`config.mk`:
```
export PLATFORM = sky130hd
export DESIGN_NAME = nand_op_scheduler
export DESIGN_NICKNAME = d
export VERILOG_FILES = /design/src/rtl/nand_op_scheduler.sv
export SDC_FILE = /design/constraint.sdc
export NUM_CORES = 1
export LEC_CHECK = 0
export CAP_MARGIN = 20
export CORE_MARGIN = 3
export CORE_UTILIZATION = 45
export DETAILED_ROUTE_END_ITERATION = 12
export PLACE_DENSITY = 0.71
export SLEW_MARGIN = 20
export SYNTH_ARGS = -nofsm -noshare
export SYNTH_HDL_FRONTEND = slang
export SYNTH_SLANG_ARGS = --single-unit
```
`constraint.sdc`:
```
create_clock -name clk -period 3.2 [get_ports clk]
set_input_delay 0.64 -clock clk [delete_from_list [all_inputs] [get_ports clk]]
set_output_delay 0.64 -clock clk [all_outputs]
set_load 0.01 [all_outputs]
```
`src/rtl/nand_op_scheduler.sv`:
```
// Multi-page command sequencer in front of the NAND page state machine: issues one
// erase/write/read enable per row, waits for the matching end, advances the row, reports done/error.
module nand_op_scheduler #(
  parameter int unsigned PAGE_BITS  = 6,
  parameter int unsigned BLOCK_BITS = 12,
  parameter int unsigned CNT_BITS   = 16,
  parameter int unsigned GAP_CYCLES = 4,
  parameter int unsigned TIMEOUT    = 1048576
) (
  input  logic                            clk,
  input  logic                            rst,
  input  logic                            cmd_valid,
  output logic                            cmd_ready,
  input  logic [1:0]                      cmd_op,
  input  logic [PAGE_BITS+BLOCK_BITS-1:0] cmd_row,
  input  logic [CNT_BITS-1:0]             cmd_page_cnt,
  output logic                            en_erase_page,
  output logic                            en_write_page,
  output logic                            en_read,
  output logic [PAGE_BITS+BLOCK_BITS-1:0] row_addr,
  input  logic                            end_erase_page,
  input  logic                            end_write_page,
  input  logic                            end_read,
  input  logic                            nandflash_busy_Noresponse,
  output logic [CNT_BITS-1:0]             pages_done,
  output logic                            op_done,
  output logic [1:0]                      op_err
);

  localparam int unsigned RowBits = PAGE_BITS + BLOCK_BITS;
  localparam int unsigned TmoBits = $clog2(TIMEOUT + 1);
  localparam int unsigned GapBits = $clog2(GAP_CYCLES + 1);

  localparam logic [1:0] OpErase = 2'd1;
  localparam logic [1:0] OpWrite = 2'd2;
  localparam logic [1:0] OpRead  = 2'd3;

  typedef enum logic [2:0] {StIdle, StIssue, StWaitEnd, StRelease, StFinish} state_e;

  state_e               state_q, state_d;
  logic [1:0]           op_q, op_d;
  logic [RowBits-1:0]   row_q, row_d;
  logic [CNT_BITS-1:0]  cnt_q, cnt_d;
  logic [CNT_BITS-1:0]  pdone_q, pdone_d;
  logic [1:0]           err_q, err_d;
  logic [TmoBits-1:0]   tmo_q, tmo_d;
  logic [GapBits-1:0]   gap_q, gap_d;
  logic [2:0]           en_q, en_d;
  logic                 op_done_q;
  logic [1:0]           op_err_q;
  logic                 end_sel;
  logic [BLOCK_BITS-1:0] blk_inc;

  assign blk_inc = row_q[RowBits-1:PAGE_BITS] + BLOCK_BITS'(1);

  always_comb begin
    end_sel = 1'b0;
    unique case (op_q)
      OpErase: end_sel = end_erase_page;
      OpWrite: end_sel = end_write_page;
      OpRead:  end_sel = end_read;
      default: end_sel = 1'b0;
    endcase
  end

  always_comb begin
    state_d = state_q;
    op_d    = op_q;
    row_d   = row_q;
    cnt_d   = cnt_q;
    pdone_d = pdone_q;
    err_d   = err_q;
    tmo_d   = tmo_q;
    gap_d   = gap_q;
    unique case (state_q)
      StIdle: begin
        if (cmd_valid) begin
          op_d    = cmd_op;
          row_d   = cmd_row;
          cnt_d   = cmd_page_cnt;
          pdone_d = '0;
          err_d   = 2'd0;
          if (cmd_op == 2'd0 || cmd_page_cnt == '0) begin
            err_d   = 2'd1;
            state_d = StFinish;
          end else begin
            state_d = StIssue;
          end
        end
      end
      StIssue: begin
        tmo_d   = '0;
        state_d = StWaitEnd;
      end
      StWaitEnd: begin
        tmo_d = tmo_q + TmoBits'(1);
        gap_d = '0;
        // A completed operation takes priority over any error raised in the same cycle.
        if (end_sel) begin
          pdone_d = pdone_q + CNT_BITS'(1);
          state_d = StRelease;
        end else if (nandflash_busy_Noresponse) begin
          err_d   = 2'd3;
          state_d = StRelease;
        end else if (tmo_q == TmoBits'(TIMEOUT - 1)) begin
          err_d   = 2'd2;
          state_d = StRelease;
        end
      end
      StRelease: begin
        // Gap is counted only over cycles where end_* is already low.
        if (end_sel) begin
          gap_d = '0;
        end else if (gap_q != GapBits'(GAP_CYCLES)) begin
          gap_d = gap_q + GapBits'(1);
        end
        if (!end_sel && gap_q >= GapBits'(GAP_CYCLES - 1)) begin
          if (err_q != 2'd0 || pdone_q == cnt_q) begin
            state_d = StFinish;
          end else begin
            state_d = StIssue;
            row_d   = (op_q == OpErase) ? {blk_inc, {PAGE_BITS{1'b0}}} : row_q + RowBits'(1);
          end
        end
      end
      StFinish: state_d = StIdle;
      default:  state_d = StIdle;
    endcase
  end

  always_comb begin
    en_d = 3'b000;
    if (state_d == StWaitEnd) begin
      unique case (op_d)
        OpErase: en_d = 3'b001;
        OpWrite: en_d = 3'b010;
        OpRead:  en_d = 3'b100;
        default: en_d = 3'b000;
      endcase
    end
  end

  always_ff @(posedge clk) begin
    if (!rst) begin
      state_q   <= StIdle;
      op_q      <= 2'd0;
      row_q     <= '0;
      cnt_q     <= '0;
      pdone_q   <= '0;
      err_q     <= 2'd0;
      tmo_q     <= '0;
      gap_q     <= '0;
      en_q      <= 3'b000;
      op_done_q <= 1'b0;
      op_err_q  <= 2'd0;
    end else begin
      state_q   <= state_d;
      op_q      <= op_d;
      row_q     <= row_d;
      cnt_q     <= cnt_d;
      pdone_q   <= pdone_d;
      err_q     <= err_d;
      tmo_q     <= tmo_d;
      gap_q     <= gap_d;
      en_q      <= en_d;
      op_done_q <= (state_q == StFinish);
      op_err_q  <= (state_q == StFinish) ? err_q : 2'd0;
    end
  end

  assign cmd_ready     = (state_q == StIdle);
  assign en_erase_page = en_q[0];
  assign en_write_page = en_q[1];
  assign en_read       = en_q[2];
  assign row_addr      = row_q;
  assign pages_done    = pdone_q;
  assign op_done       = op_done_q;
  assign op_err        = op_err_q;

endmodule

```
# Word level (Yosys, flattened, before mapping)
# Index checks and enable logic that the tools add are counted.
[totals]
out_inout_bits = 41
wordCells = 87
in_bits = 43
reg_bits = 87
[classes]
n_mux = 30
n_eq_ne = 21
n_reduce_logical = 19
magnitude_cmp = 1
n_addsub = 5
[ops]
columns = ["op", "count"]
rows = [
  ["2-to-1 mux 18 bit", 4],
  ["case mux 21 bit (2 select lines)", 1],
  ["case mux 18 bit (2 select lines)", 1],
  ["2-to-1 mux 16 bit", 2],
  ["case mux 16 bit (2 select lines)", 1],
  ["2-to-1 mux 3 bit", 9],
  ["adder 21 x 1 -> 21 bit, second input constant", 1],
  ["equality test 21 x 20 -> 1 bit, second input constant", 1],
  ["adder 18 x 1 -> 18 bit, second input constant", 1],
  ["adder 16 x 1 -> 16 bit, second input constant", 1],
  ["equality test 16 bit", 1],
  ["logical NOT 16 bit", 1],
  ["adder 12 x 1 -> 12 bit, second input constant", 1],
  ["2-to-1 mux 2 bit", 6],
  ["case mux 3 bit (4 select lines)", 1],
  ["!= test 2 bit, second input constant", 5],
  ["nonzero test 2 bit", 5],
  ["equality test 3 x 2 -> 1 bit, second input constant", 3],
  ["!= test 3 bit, second input constant", 3],
  ["case mux 3 bit (3 select lines)", 1],
  ["equality test 2 bit, second input constant", 4],
  ["AND reduction 2 bit", 4],
  ["AND reduction 4 bit", 2],
  ["case mux 3 bit (2 select lines)", 1],
  ["other kinds (14)", 16],
]

# Longest topological paths before layout
[logic_depth]
ltp_word = 8
ltp_mapped = 9
ltp_nobuf = 7

# Worst setup path after synthesis
# OpenSTA, ideal clock, no wires.
[synth_timing]
path_kind = "input to register"
startpoint = "in end_read"
endpoint = "reg row_q[10], in the netlist row_addr[10]"
t_arrival_ps = 2472
n_path_buf = 1
required_ps = 3130
cell_stages = 7
setup_slack_ps = 657
setup_ps = 70
path_cell_list = "mux2i_1 o211ai_4 or4_4 or2_1 buf_6 or4_1 a21oi_1"
[synth_via]
elab_chain_cells = 5
[synth_rtl]
columns = ["item", "line_no", "text"]
rows = [
  ["from (decl)", "23", "input logic end_read,"],
  ["case mux 1 bit (3 select lines)", "58", "unique case (op_q)"],
  ["logical NOT 1 bit", "117", "if (!end_sel && gap_q >= GapBits'(GAP_CYCLES - 1)) begin"],
  ["logical AND 1 bit", "117", ""],
  ["!= test 2 bit (no line)", "--", ""],
  ["AND reduction 4 bit (no line)", "--", ""],
  ["to (signal assigned)", "159", "row_q <= row_d;"],
  ["to (decl)", "42", "logic [RowBits-1:0] row_q, row_d;"],
]
# No other way between the ends.
# A chain may end at the register's enable or synchronous reset.

# Worst setup path in the final report
# Ends and elaborated chain as after synthesis.

==> impl_metrics.env <==
export IMPL_run_status="complete, no violations"
export IMPL_timing_critical_path_arrival_ns=2.99
export IMPL_cp_end_kind="flip-flop"
export IMPL_drt_pre_antenna_iters=5
export IMPL_num_rows=35
export IMPL_slew_headroom=0.4842
export IMPL_synth_ff_type="dfxtp_1"
export IMPL_edff_count_synth=0
export IMPL_area_delta_synth_final_pct=25.17
export IMPL_grt_antenna_before_repair=0
export IMPL_die_w_um=105.3
export IMPL_critical_path_required_ns=3.46
export IMPL_global_route_overflow_total=0
export IMPL_port_buffer_count=83
export IMPL_route_vias_total=4324
export IMPL_cts_root_to_sink_buffers=2
export IMPL_maxCapViolCount=0
export IMPL_setup_tns_ns=0
export IMPL_fmax_mhz=366.8
export IMPL_fin_skew_ns=0.007132
export IMPL_share_clk_of_total_power=0.313
export IMPL_synth_lib_cells_used_distinct=58
export IMPL_postLayoutSetupSlackWorst_ns=0.4741
export IMPL_synth_seq_area_share=0.3928
export IMPL_critical_path_type="primary input to flip-flop"
export IMPL_gp_congestion=0.9214
export IMPL_power_frac_comb=0.174
export IMPL_switchingPower_uw=649.1
export IMPL_avgRoutedWirePerCell_um=15.09
export IMPL_die_height_um=105.3
export IMPL_nNetsFinal=684
export IMPL_place_ws_ns=0.1237
export IMPL_maximum_fanout_along_the_worst_path=10
export IMPL_detail_route_drc_violations=0
export IMPL_count_of_final_max_slew_check_failures=0
export IMPL_via_count_normalized_by_instance_count=5.638
export IMPL_ant_nets=0
export IMPL_cts_hold_fix_buffers=0
export IMPL_clock_tree_htree_level_count=3
export IMPL_cts_tree="built"
export IMPL_floorplan_core_area_um2=9415
export IMPL_swShare=0.2791
export IMPL_antennaDiodeCount=0
export IMPL_hold_viol_final=0
export IMPL_max_slew_worst_pin_slew_ns=0.7667
export IMPL_period_share=0.8519
export IMPL_clk_latency_ns=0.35
export IMPL_post_cts_resized_instances=0
export IMPL_dpl_hpwl_um=8575
export IMPL_hold_class="flip-flop to flip-flop"
export IMPL_cts_buffers_inserted=9
export IMPL_grt_pass1_wl_um=19200
export IMPL_syn_area_per_cell_um2=7.932
export IMPL_routed_wl_um=11580
export IMPL_drt_first_iter_violations=184
export IMPL_synth_nets=609
export IMPL_cts_repair_timing_setup_buffer_count=0
export IMPL_cts_root_buf="clkbuf_8"
export IMPL_ys_warnings_count=0
export IMPL_worst_ir_drop_vdd_v=0.0002474
export IMPL_synth_cells=559
export IMPL_power_density_nw_per_um2=419.0
export IMPL_layout_drive_gt1_share=0.06270
export IMPL_grt_max_degree=24
export IMPL_timing_final_setup_violations=0
export IMPL_fin_total_pwr_mw=2.326
export IMPL_place_detailed_instances=752
export IMPL_timing_critical_path_from_type="primary input"
export IMPL_clk_transition_reported_paths_ns=0.08
export IMPL_period_needed_ns=2.726
export IMPL_post_synthesis_instance_area_um2=4434
export IMPL_numClockSinks=87
export IMPL_stdcell_count=767
export IMPL_grt_util_all_layers=0.2105
export IMPL_synth_ff_latch_count=87
export IMPL_seqPwrFrac=0.512
export IMPL_via_count_of_the_first_global_routing_pass=4065
export IMPL_setup_repair_after_global_routing_missed_its_margin="false"
export IMPL_final_core_util=0.5895
export IMPL_intPower_mw=1.677
export IMPL_synth_async_sr_flop_share=0
export IMPL_die_area_um2=11080
export IMPL_initial_utilization=0.4710
export IMPL_power_static_leakage_nw=1.884
export IMPL_boundaryPins=84
-- power by group through the flow --
stage,logic [mW],clock network [mW],registers [mW]
floorplan,0.228,0,1.21
global placement,0.398,0,1.21
detailed placement,0.404,0,1.22
CTS,0.405,0.747,1.19
global route,0.445,0.795,1.20
finish,0.405,0.729,1.19
-- path summary, 6_finish.rpt --
kind                    from           end  slack (ns)  cells past startpoint
setup / recovery    end_read  row_addr[10]        0.47                      7
hold / removal      cnt_q[4]      cnt_q[4]        0.47                      2
setup reg to reg  state_q[0]  row_addr[10]        0.51                      6
hold reg to reg     cnt_q[4]      cnt_q[4]        0.47                      2
-- stage by stage --
step	hold slack [ns]	instance area, µm²
after detailed placement	0.4626	5371
final	0.4733	5550
after floorplan	0.4488	4434
after global routing	0.4972	5550
after global placement	0.4552	5371
after CTS	0.4741	5550
-- cell type report --
type                            count  area (µm²)
Clock buffer                       11       131.4
Clock inverter                      4       47.55
Fill cell                         903        3865
Inverter                            9       33.78
Multi-Input combinational cell    434        2529
Sequential cell                    87        1742
Tap cell                          129       161.4
Timing Repair Buffer               93       905.9
-- Yosys cell counts, types with 10 or more instances --
cell | number | area, µm²
dfxtp_1 | 87 | 1742
and2_1 | 13 | 81.33
xor2_1 | 13 | 113.9
nor2_1 | 54 | 202.7
nand4_1 | 27 | 168.9
xnor2_1 | 21 | 183.9
nor4_1 | 10 | 62.56
a21oi_1 | 52 | 260.3
nand2_1 | 79 | 296.5
o21ai_0 | 20 | 100.1
clkbuf_1 | 23 | 86.33
nor3_1 | 18 | 90.09
nand3_1 | 26 | 130.1
-- sequential cells by signal, summed over array words and instances (netlist names) --
register and cells:
tmo_q 21, row_addr 18, cnt_q 16, pages_done 16
en_q 3, gap_q 3, state_q 3, err_q 2
op_err 2, op_q 2, op_done 1
-- critical path, stage by stage --
cell             delay, ns
clkdlybuf4s50_1       0.39
mux2i_1               0.32
o211ai_4              0.11
or4_4                 0.51
or2_1                 0.34
or4_1                 0.55
a21oi_1               0.13
-- cell usage in the layout, fill, tap and decap left out, types with 7 or more instances in the layout --
cell             Yosys  final
a21oi_1             52     52
nor3_1              18     18
and2_1              13     13
nand3_1             26     26
dfxtp_1             87     87
nand4_1             27     27
clkbuf_8             0      9
ha_1                 7      7
o21ai_0             20     20
nor4_1              10     10
xnor2_1             21     21
xor2_1              13     13
nor2_1              54     54
buf_4                1     10
nand2_1             79     79
clkdlybuf4s50_1      0     83
and3_1               7      7
inv_1                8      8
-- metal layers --
layer / vias to the layer above / global-route usage / routed length, µm
met4: 0 / 0.08247 / 257
met3: 21 / 0.03491 / 635
li1: 2154 / - / -
met5: - / 0 / 0
met1: 2018 / 0.2674 / 5066
met2: 131 / 0.3556 / 5618
-- cells by family after synthesis --
logic type                 count (synthesis)  synth area share
muxes                                      8           0.01947
DFF                                       87            0.3928
adders and majority gates                  7           0.01975
xor gates and xnor gates                  34           0.06716
AOI/OAI and AO/OA                        116            0.1614
buffers and inverters                     38           0.03696
and+or+nand+nor                          269            0.3025
No activity file was read; power rests on OpenSTA's default activity.
